--- src/rtl/io_cfg_pkg.sv ---
// Shared types and constants for the serial IO configuration loader.
package io_cfg_pkg;

  // Default configuration word width: 6 tracks x (2 inputs + 3 outputs).
  localparam int CW_DEFAULT = 30;

  // Loader FSM states.
  typedef enum logic [2:0] {
    IDLE   = 3'd0,
    SHIFT  = 3'd1,
    PARITY = 3'd2,
    CHECK  = 3'd3,
    COMMIT = 3'd4
  } cfg_state_e;

endpackage

--- src/rtl/io_config_check.sv ---
// Combinational frame checker: even parity over shadow+p, and detection of
// more than one external input driving the same data track.
module io_config_check
  import io_cfg_pkg::*;
#(
  parameter int CW        = CW_DEFAULT,
  parameter int W         = 6,
  parameter int EXTDATAIN = 2
) (
  input  logic [CW-1:0] shadow,
  input  logic          p,
  output logic          parity_ok,
  output logic          conflict
);

  // Even parity: the frame plus its parity bit must hold an even number of ones.
  assign parity_ok = ~(^{shadow, p});

  // Per track, flag a conflict as soon as a second input enable is seen.
  always_comb begin
    // NOTE: every variable written here gets a default first so no latch is inferred.
    conflict = 1'b0;
    for (int j = 0; j < W; j++) begin
      logic seen;
      seen = 1'b0;
      for (int i = 0; i < EXTDATAIN; i++) begin
        if (seen && shadow[j + i*W]) conflict = 1'b1;
        seen = seen | shadow[j + i*W];
      end
    end
  end

endmodule

--- src/rtl/io_config_loader.sv ---
// Serial loader for the IO gate switch-enable word: LSB-first frame into a
// shadow register, parity bit, legality check, then atomic commit to c.
module io_config_loader
  import io_cfg_pkg::*;
#(
  parameter  int W          = 6,
  parameter  int WW         = 3,
  parameter  int EXTDATAIN  = 2,
  parameter  int EXTDATAOUT = 3,
  localparam int CW         = W * (EXTDATAIN + EXTDATAOUT)
) (
  input  logic          clk,
  input  logic          rst_n,
  input  logic          cfg_start,
  input  logic          cfg_bit,
  input  logic          cfg_valid,
  output logic          cfg_ready,
  output logic [CW-1:0] c,
  output logic          cfg_done,
  output logic          cfg_error,
  output logic          scan_out
);

  localparam int              CNT_W = $clog2(CW + 1);
  localparam logic [CNT_W-1:0] LAST = CNT_W'(CW - 1);

  // External ports must tile the tracks evenly.
  if ((W % WW) != 0) begin : g_bad_ww
    $error("io_config_loader: W must be a multiple of WW");
  end

  cfg_state_e       state_q, state_d;
  logic [CW-1:0]    shadow_q, shadow_d;
  logic [CNT_W-1:0] cnt_q, cnt_d;
  logic             parity_ok_q, parity_ok_d;
  logic             err_q, err_d;
  logic [CW-1:0]    c_q, c_d;
  logic             parity_ok, conflict;

  io_config_check #(
    .CW       (CW),
    .W        (W),
    .EXTDATAIN(EXTDATAIN)
  ) u_check (
    .shadow   (shadow_q),
    .p        (cfg_bit),
    .parity_ok(parity_ok),
    .conflict (conflict)
  );

  // Next-state and output decode; restart in SHIFT/PARITY drops the same-cycle bit.
  always_comb begin
    state_d     = state_q;
    shadow_d    = shadow_q;
    cnt_d       = cnt_q;
    parity_ok_d = parity_ok_q;
    err_d       = err_q;
    c_d         = c_q;
    cfg_ready   = 1'b0;
    cfg_done    = 1'b0;
    unique case (state_q)
      IDLE: begin
        if (cfg_start) begin
          shadow_d = '0;
          cnt_d    = '0;
          err_d    = 1'b0;
          state_d  = SHIFT;
        end
      end
      SHIFT: begin
        cfg_ready = 1'b1;
        if (cfg_start) begin
          shadow_d = '0;
          cnt_d    = '0;
        end else if (cfg_valid) begin
          shadow_d = {cfg_bit, shadow_q[CW-1:1]};
          cnt_d    = cnt_q + CNT_W'(1);
          if (cnt_q == LAST) state_d = PARITY;
        end
      end
      PARITY: begin
        cfg_ready = 1'b1;
        if (cfg_start) begin
          shadow_d = '0;
          cnt_d    = '0;
          state_d  = SHIFT;
        end else if (cfg_valid) begin
          parity_ok_d = parity_ok;
          state_d     = CHECK;
        end
      end
      CHECK: begin
        if (parity_ok_q && !conflict) begin
          state_d = COMMIT;
        end else begin
          err_d   = 1'b1;
          state_d = IDLE;
        end
      end
      COMMIT: begin
        cfg_done = 1'b1;
        c_d      = shadow_q;
        state_d  = IDLE;
      end
      default: state_d = IDLE;
    endcase
  end

  // State registers with synchronous active-low reset.
  always_ff @(posedge clk) begin
    // NOTE: sequential state uses non-blocking assignments so all registers update together.
    if (!rst_n) begin
      state_q     <= IDLE;
      shadow_q    <= '0;
      cnt_q       <= '0;
      parity_ok_q <= 1'b0;
      err_q       <= 1'b0;
      c_q         <= '0;
    end else begin
      state_q     <= state_d;
      shadow_q    <= shadow_d;
      cnt_q       <= cnt_d;
      parity_ok_q <= parity_ok_d;
      err_q       <= err_d;
      c_q         <= c_d;
    end
  end

  assign c         = c_q;
  assign cfg_error = err_q;
  assign scan_out  = shadow_q[0];

endmodule
--- config.mk ---
export PLATFORM = sky130hd
export DESIGN_NAME = io_config_loader
export DESIGN_NICKNAME = d
export VERILOG_FILES = /design/src/rtl/io_cfg_pkg.sv /design/src/rtl/io_config_check.sv /design/src/rtl/io_config_loader.sv
export SDC_FILE = /design/constraint.sdc
export NUM_CORES = 1
export LEC_CHECK = 0
export ABC_AREA = 0
export CORE_UTILIZATION = 42
export CTS_BUF_LIST = sky130_fd_sc_hd__clkbuf_4 sky130_fd_sc_hd__clkbuf_8
export DETAILED_ROUTE_END_ITERATION = 8
export GPL_TIMING_DRIVEN = 0
export SLEW_MARGIN = 30
export SYNTH_ARGS = -nofsm -noshare
export SYNTH_HDL_FRONTEND = slang
export SYNTH_HIERARCHICAL = 1
export SYNTH_SLANG_ARGS = --single-unit
--- constraint.sdc ---
create_clock -name clk -period 2 [get_ports clk]
set_input_delay 0.2 -clock clk [delete_from_list [all_inputs] [get_ports clk]]
set_output_delay 0.2 -clock clk [all_outputs]
set_load 0.1 [all_outputs]
==> out/summary.txt, run 1 <==
pwr/cell area: 724.0 nW/um^2
layout cells sized above 1: 7.056%
I/O Pins: 39
register area share after synthesis: 42.85%
status: completed
Num CTS Buffers: 9
worst hold path type: register to register
core area: 7408 sq um
post-synthesis cell area: 3271 sq um
Mapped Cells: 357
WHS: 0.4579 ns
# clock sinks: 70
Layout area overhead: 22.34%
global-route wire length before repair: 11610 um
vias post-DR: 2437
wire length per cell: 13.00 um
fin crit share: 95.03%
clk slew on worst S/H paths: 0.08 ns
worst endpoint required time: 1.80 ns
Synth area leader: dfxtp_1
cts hold-fix bufs: 0
Slew HR: 35.72%
top_reg_cell synth: dfxtp_1
most frequent cells after synthesis: 70 x dfxtp_1, 67 x nand2_1, 32 x a21boi_0, 31 x mux2i_1, 31 x nor2b_1
worst slew pin tran: 0.9680 ns
Worst-Skew Late Latency: 0.34 ns
clock root cell: clkbuf_8
post-synth top area share: 42.85%
die area: 8144 sq um
routed vias/inst: 4.778
crit start category: register
Final setup viols: 0
EDFF count, synth: 0
Avg Cell Area, Syn: 9.161 sq um
# DRC: 0
worst vdd ir: 0.0003471 V
initial antenna violation count: 0
Async SR Flop Fraction: 0%
count leader, synth: dfxtp_1
Ant. Diodes: 0
first-pass detailed-route iteration total: 4
Chip Width: 90.25 um
worst path arrival time: 1.70 ns
GPL Wtd Cong: 0.7509
Setup CP Type: register to output port
row count: 31
clk buf depth: 2
CTS tree: built
grt ovf: 0
Seq cells post-synth: 70
total global-route track usage: 17.82%
CTS H-tree depth: 3
Slew Viols, Final: 0
min Tclk post-route: 1.901 ns
vias in the first global route: 2352
Crit Path Max Fanout: 10
Fin. Hold Viols: 0
Crit. End Element: output port
RSZ-0062 raised after global routing: false
fmax: 526.2 MHz
hpwl dp: 4697 um
number of max-cap violations: 0
Detailed Route Iter0 Violations: 91
static leakage: 1.628 nW
Final #Nets: 413
Power Total: 2.897 mW
Yosys warning total: 6
Initial Util: 44.15%
Final Skew: 0.008578 ns
Syn Nets: 364
final WL: 6628 um
top post-synthesis cells by area: dfxtp_1 43%, mux2i_1 9.5%, nand2_1 7.7%, a21boi_0 7.3%, nor2b_1 5.9%
largest net degree at the start of global routing: 12
Post-DRT Antenna Nets: 0
Die Ht: 90.25 um
post-CTS setup buffers: 0
number of distinct library cells after synthesis: 36
Port Buffers: 38
==> routing by layer <==
layer / vias to the layer above / global-route usage [%] / share of wire, %
met4: 0 / 8.065 / 1.9
met3: 9 / 2.623 / 2.3
met2: 32 / 28.82 / 45
met5: - / 0 / 0
li1: 1272 / - / -
met1: 1124 / 23.48 / 50
==> flip-flops by register name (all words and copies together) (netlist names) <==
| signal | cells |
|---|---|
| cfg_error | 1 |
| cnt_q | 5 |
| state_q | 3 |
| shadow_q | 30 |
| c | 30 |
| parity_ok_q | 1 |
==> worst max-delay path, stage by stage, from the launching register on <==
cell,delay (ns)
dfxtp_1,0.33
buf_4,0.16
nand2b_1,0.17
a21oi_2,0.14
clkdlybuf4s15_2,0.56
==> metrics by stage <==
step / setup TNS (ns) / area [sq um] / utilization, % / cells / setup slack (ns)
2_1_floorplan: 0 / 3277 / - / 357 / 0.1794
3_3_place_gp: -0.6340 / 3781 / 51.04 / 494 / -0.5056
3_5_place_dp: -0.6526 / 3781 / 51.04 / 494 / -0.5196
4_1_cts: 0 / 3988 / 53.83 / 510 / 0.0005020
5_1_grt: 0 / 4001 / 54.01 / 510 / 0.01029
6_report: 0 / 4001 / 54.01 / 510 / 0.09949
==> report_power, final <==
part	switching (mW)	leakage [nW]	internal, mW
logic	0.0910	0.941	0.0700
clock network	0.520	0.123	0.817
registers	0.00260	0.564	1.40
==> final cells by class <==
class	instances	area [sq um]
timing repair buffer	38	357.8
clock inverter	3	65.06
clock buffer	13	172.7
tap	99	123.9
inverter	2	7.507
sequential	70	1403
fill	733	3407
buffer	22	102.6
multi-input combinational	263	1769
==> cell usage in the layout (no fill, tap or decap), types with 3 or more instances in the layout <==
cell type and n:
dfxtp_1 69, nand2_1 66, a21boi_0 32, mux2i_1 31
nor2b_1 31, and2_1 30, dlygate4sd2_1 29, xnor2_1 21
clkbuf_1 15, clkbuf_8 12, nor2_1 6, nand2b_1 6
buf_2 4, a21oi_1 4, o21ai_0 4, clkdlybuf4s50_1 4
xnor3_1 4, nand3_1 3, or3_1 3, dlymetal6s2s_1 3
a22oi_1 3
==> final timing paths <==
| path | start | cells after the start | end | slack [ns] |
|---|---|---|---|---|
| setup / recovery | state_q[0]$_SDFFE_PN0P_ | 4 | cfg_ready | 0.1 |
| hold / removal | c[19]$_SDFFE_PN0P_ | 2 | c[19]$_SDFFE_PN0P_ | 0.46 |
| setup reg to reg | shadow_q[24]$_SDFFE_PN0P_ | 6 | parity_ok_q$_SDFFE_PN0P_ | 0.22 |
| hold reg to reg | c[19]$_SDFFE_PN0P_ | 2 | c[19]$_SDFFE_PN0P_ | 0.46 |
==> timing repair <==
action                                  CTS  global route
resized for setup                        40             5
cloned                                    0             0
endpoints found under the hold margin     0             0
endpoints found under the setup margin   31             4
pin swaps                                 0             0
==> logic make-up (layout without fill, tap and decap cells) <==
group | Yosys count | after routing | share of synthesized area (%)
and+or+nand+nor | 152 | 152 | 23.57
DFF | 70 | 70 | 42.85
AOI/OAI and AO/OA | 52 | 52 | 11.44
muxes | 31 | 31 | 9.487
xor gates and xnor gates | 26 | 26 | 8.646
buffers and inverters | 24 | 78 | 3.252
adders and majority gates | 2 | 2 | 0.7650
Note: power is estimated with default switching activity, not from simulation.
==> inputs of run 2 (changes only) <==
--- a/config.mk
+++ b/config.mk
@@ -8,8 +8,10 @@
 export ABC_AREA = 0
 export CORE_UTILIZATION = 42
 export CTS_BUF_LIST = sky130_fd_sc_hd__clkbuf_4 sky130_fd_sc_hd__clkbuf_8
+export CTS_CLUSTER_SIZE = 40
 export DETAILED_ROUTE_END_ITERATION = 8
 export GPL_TIMING_DRIVEN = 0
+export SETUP_SLACK_MARGIN = 0.4
 export SLEW_MARGIN = 30
 export SYNTH_ARGS = -nofsm -noshare
 export SYNTH_HDL_FRONTEND = slang
==> run 2 against run 1 <==
Compared with the run above:
- flip-flop and latch count is the same
- sequential power is essentially flat
- sequential share of layout area shrank 1.2 points
- cell area grew 4.5%
- global-route usage grew 0.50 points
- worst setup slack gained 0.20 ns
- total power shrank 6.3%
- critical path type is now register to register
- critical endpoint is now parity_ok_q$_SDFFE_PN0P_
- highest routed layer unchanged
==> out/summary.txt, run 2 (synthesis gave the netlist of run 1 again) <==
status: completed
Cell Count Post-Placement: 494 (unchanged)
WHS: 0.3352 ns (-0.1227 ns)
fmax: 588.9 MHz (+12%)
placed standard-cell area: 3791 sq um (+0.26%)
largest net degree at the start of global routing: 12 (unchanged)
worst hold path type: primary input to register
Final #Nets: 417 (+0.97%)
first-pass detailed-route iteration total: 4 (unchanged)
# DRC: 0 (unchanged)
routed vias/inst: 4.793 (+0.31%)
Ant. Diodes: 0 (unchanged)
crit start category: register
Worst-Skew Late Latency: 0.34 ns (about the same)
Final Skew: 0.009636 ns (+0.001058 ns)
Layout area overhead: 27.85%
fin cells: 513 (+0.59%)
Die Ht: 90.25 um (unchanged)
Port Buffers: 38 (unchanged)
worst slew pin tran: 0.5485 ns (-0.4195 ns)
clk buf depth: 2 (unchanged)
setup TNS: 0 ns (unchanged)
Fin. Hold Viols: 0 (unchanged)
vias post-DR: 2459 (+0.90%)
cts hold-fix bufs: 0 (unchanged)
CTS tree: built
worst vdd ir: 0.0003585 V (+3.3%)
die area: 8144 sq um (unchanged)
I/O Pins: 39 (unchanged)
commonest cells after routing, fill and taps aside: 66 x nand2_1, 62 x dfxtp_1, 32 x a21boi_0, 32 x clkdlybuf4s15_2
most common cell after layout, fill and taps aside: nand2_1
RSZ-0062 raised after global routing: true
final core utilization: 56.44% (+2.4 points)
vias in the first global route: 2344 (-0.34%)
fin area: 4182 sq um (+4.5%)
layout cells sized above 1: 20.77% (+14 points)
worst endpoint required time: 2.24 ns (+0.44 ns)
Final setup viols: 0 (unchanged)
Slew Viols, Final: 0 (unchanged)
clk slew on worst S/H paths: 0.07 ns (about the same)
Detailed Route Iter0 Violations: 50 (-45%)
worst setup margin: 0.3019 ns (+0.2024 ns)
final WL: 6865 um (+3.6%)
hpwl dp: 4769 um (+1.5%)
Initial Util: 44.15% (unchanged)
Num CTS Buffers: 9 (unchanged)
wire length per cell: 13.38 um (+3.0%)
number of max-cap violations: 0 (unchanged)
pwr/cell area: 649.1 nW/um^2 (-10%)
static leakage: 1.503 nW (-7.7%)
# clock sinks: 70 (unchanged)
Post-DRT Antenna Nets: 0 (unchanged)
fin crit share: 84.91% (-10 points)
Crit Path Max Fanout: 4 (-6)
global-route wire length before repair: 11720 um (+0.96%)
CTS H-tree depth: 3 (unchanged)
worst path arrival time: 1.94 ns (+0.24 ns)
row count: 31 (unchanged)
initial antenna violation count: 0 (unchanged)
GPL Wtd Cong: 0.7412 (-1.3%)
Power Total: 2.714 mW (-6.3%)
grt ovf: 0 (unchanged)
Setup CP Type: register to register
core area: 7408 sq um (unchanged)
Chip Width: 90.25 um (unchanged)
total global-route track usage: 18.31% (+0.50 points)
Crit. End Element: register
pre-CTS setup slack: -0.4561 ns (+0.06353 ns)
min Tclk post-route: 1.698 ns (-0.2024 ns)
clock root cell: clkbuf_8
Slew HR: 63.60% (+28 points)
## run 2: cell types whose count changed in the layout (fill, tap and decap cells not counted), moves of 3 or more
cell             previous run  this run
buf_2                       4         0
buf_4                       1         5
buf_6                       1         5
clkbuf_1                   15        10
clkbuf_2                    0         5
clkbuf_8                   12         9
clkdlybuf4s15_2             1        32
dfxtp_1                    69        62
dfxtp_2                     1         7
dlygate4sd2_1              29         1
nand2b_1                    6         3
nand2b_4                    0         3
## run 2: path summary, 6_finish.rpt
| path | endpoint | slack (ns) | cells past startpoint | startpoint |
|---|---|---|---|---|
| hold / removal | state_q[0]$_SDFFE_PN0P_ | 0.34 | 4 | cfg_valid |
| setup / recovery | parity_ok_q$_SDFFE_PN0P_ | 0.30 | 6 | shadow_q[24]$_SDFFE_PN0P_ |
| setup reg to reg | parity_ok_q$_SDFFE_PN0P_ | 0.30 | 6 | shadow_q[24]$_SDFFE_PN0P_ |
| hold reg to reg | c[22]$_SDFFE_PN0P_ | 0.46 | 2 | c[22]$_SDFFE_PN0P_ |
## run 2: area by class of cell
| class | count | area (sq um) |
|---|---|---|
| clock inverters | 2 | 35.03 |
| fillers | 701 | 3227 |
| multi-input cells | 263 | 1832 |
| inverters | 2 | 10.01 |
| plain buffers | 22 | 141.4 |
| well taps | 99 | 123.9 |
| flip-flops and latches | 70 | 1414 |
| clock buffers | 13 | 153.9 |
| repair buffers | 42 | 471.7 |
## run 2: worst max-delay path, stage by stage, from the launching register on
cell and delay, ns:
dfxtp_2 0.35, xnor2_2 0.17, xnor3_1 0.42, xnor3_1 0.22, xnor3_1 0.24, mux2i_1 0.14
nor2b_1 0.06
## run 2: timing repair
action | CTS | global route
resized for setup | 121 | 37
endpoints found under the hold margin | 0 | 0
endpoints found under the setup margin | 66 | 65
buffers inserted | 0 | 4
pin swaps | 1 | 3
## run 2: power breakdown
group | total (mW) | internal (mW) | switching, mW
logic | 0.183 | 0.0846 | 0.0986
registers | 1.40 | 1.39 | 0.00296
clock network | 1.13 | 0.624 | 0.509
total | 2.71 | 2.10 | 0.610
## run 2: metal layers
layer	routed length, um	up-vias	GRT usage [%]
li1	-	1287	-
met1	3351	1129	23.23
met2	3211	36	29.64
met3	213	7	5.245
met4	89	0	6.452
met5	0	-	0
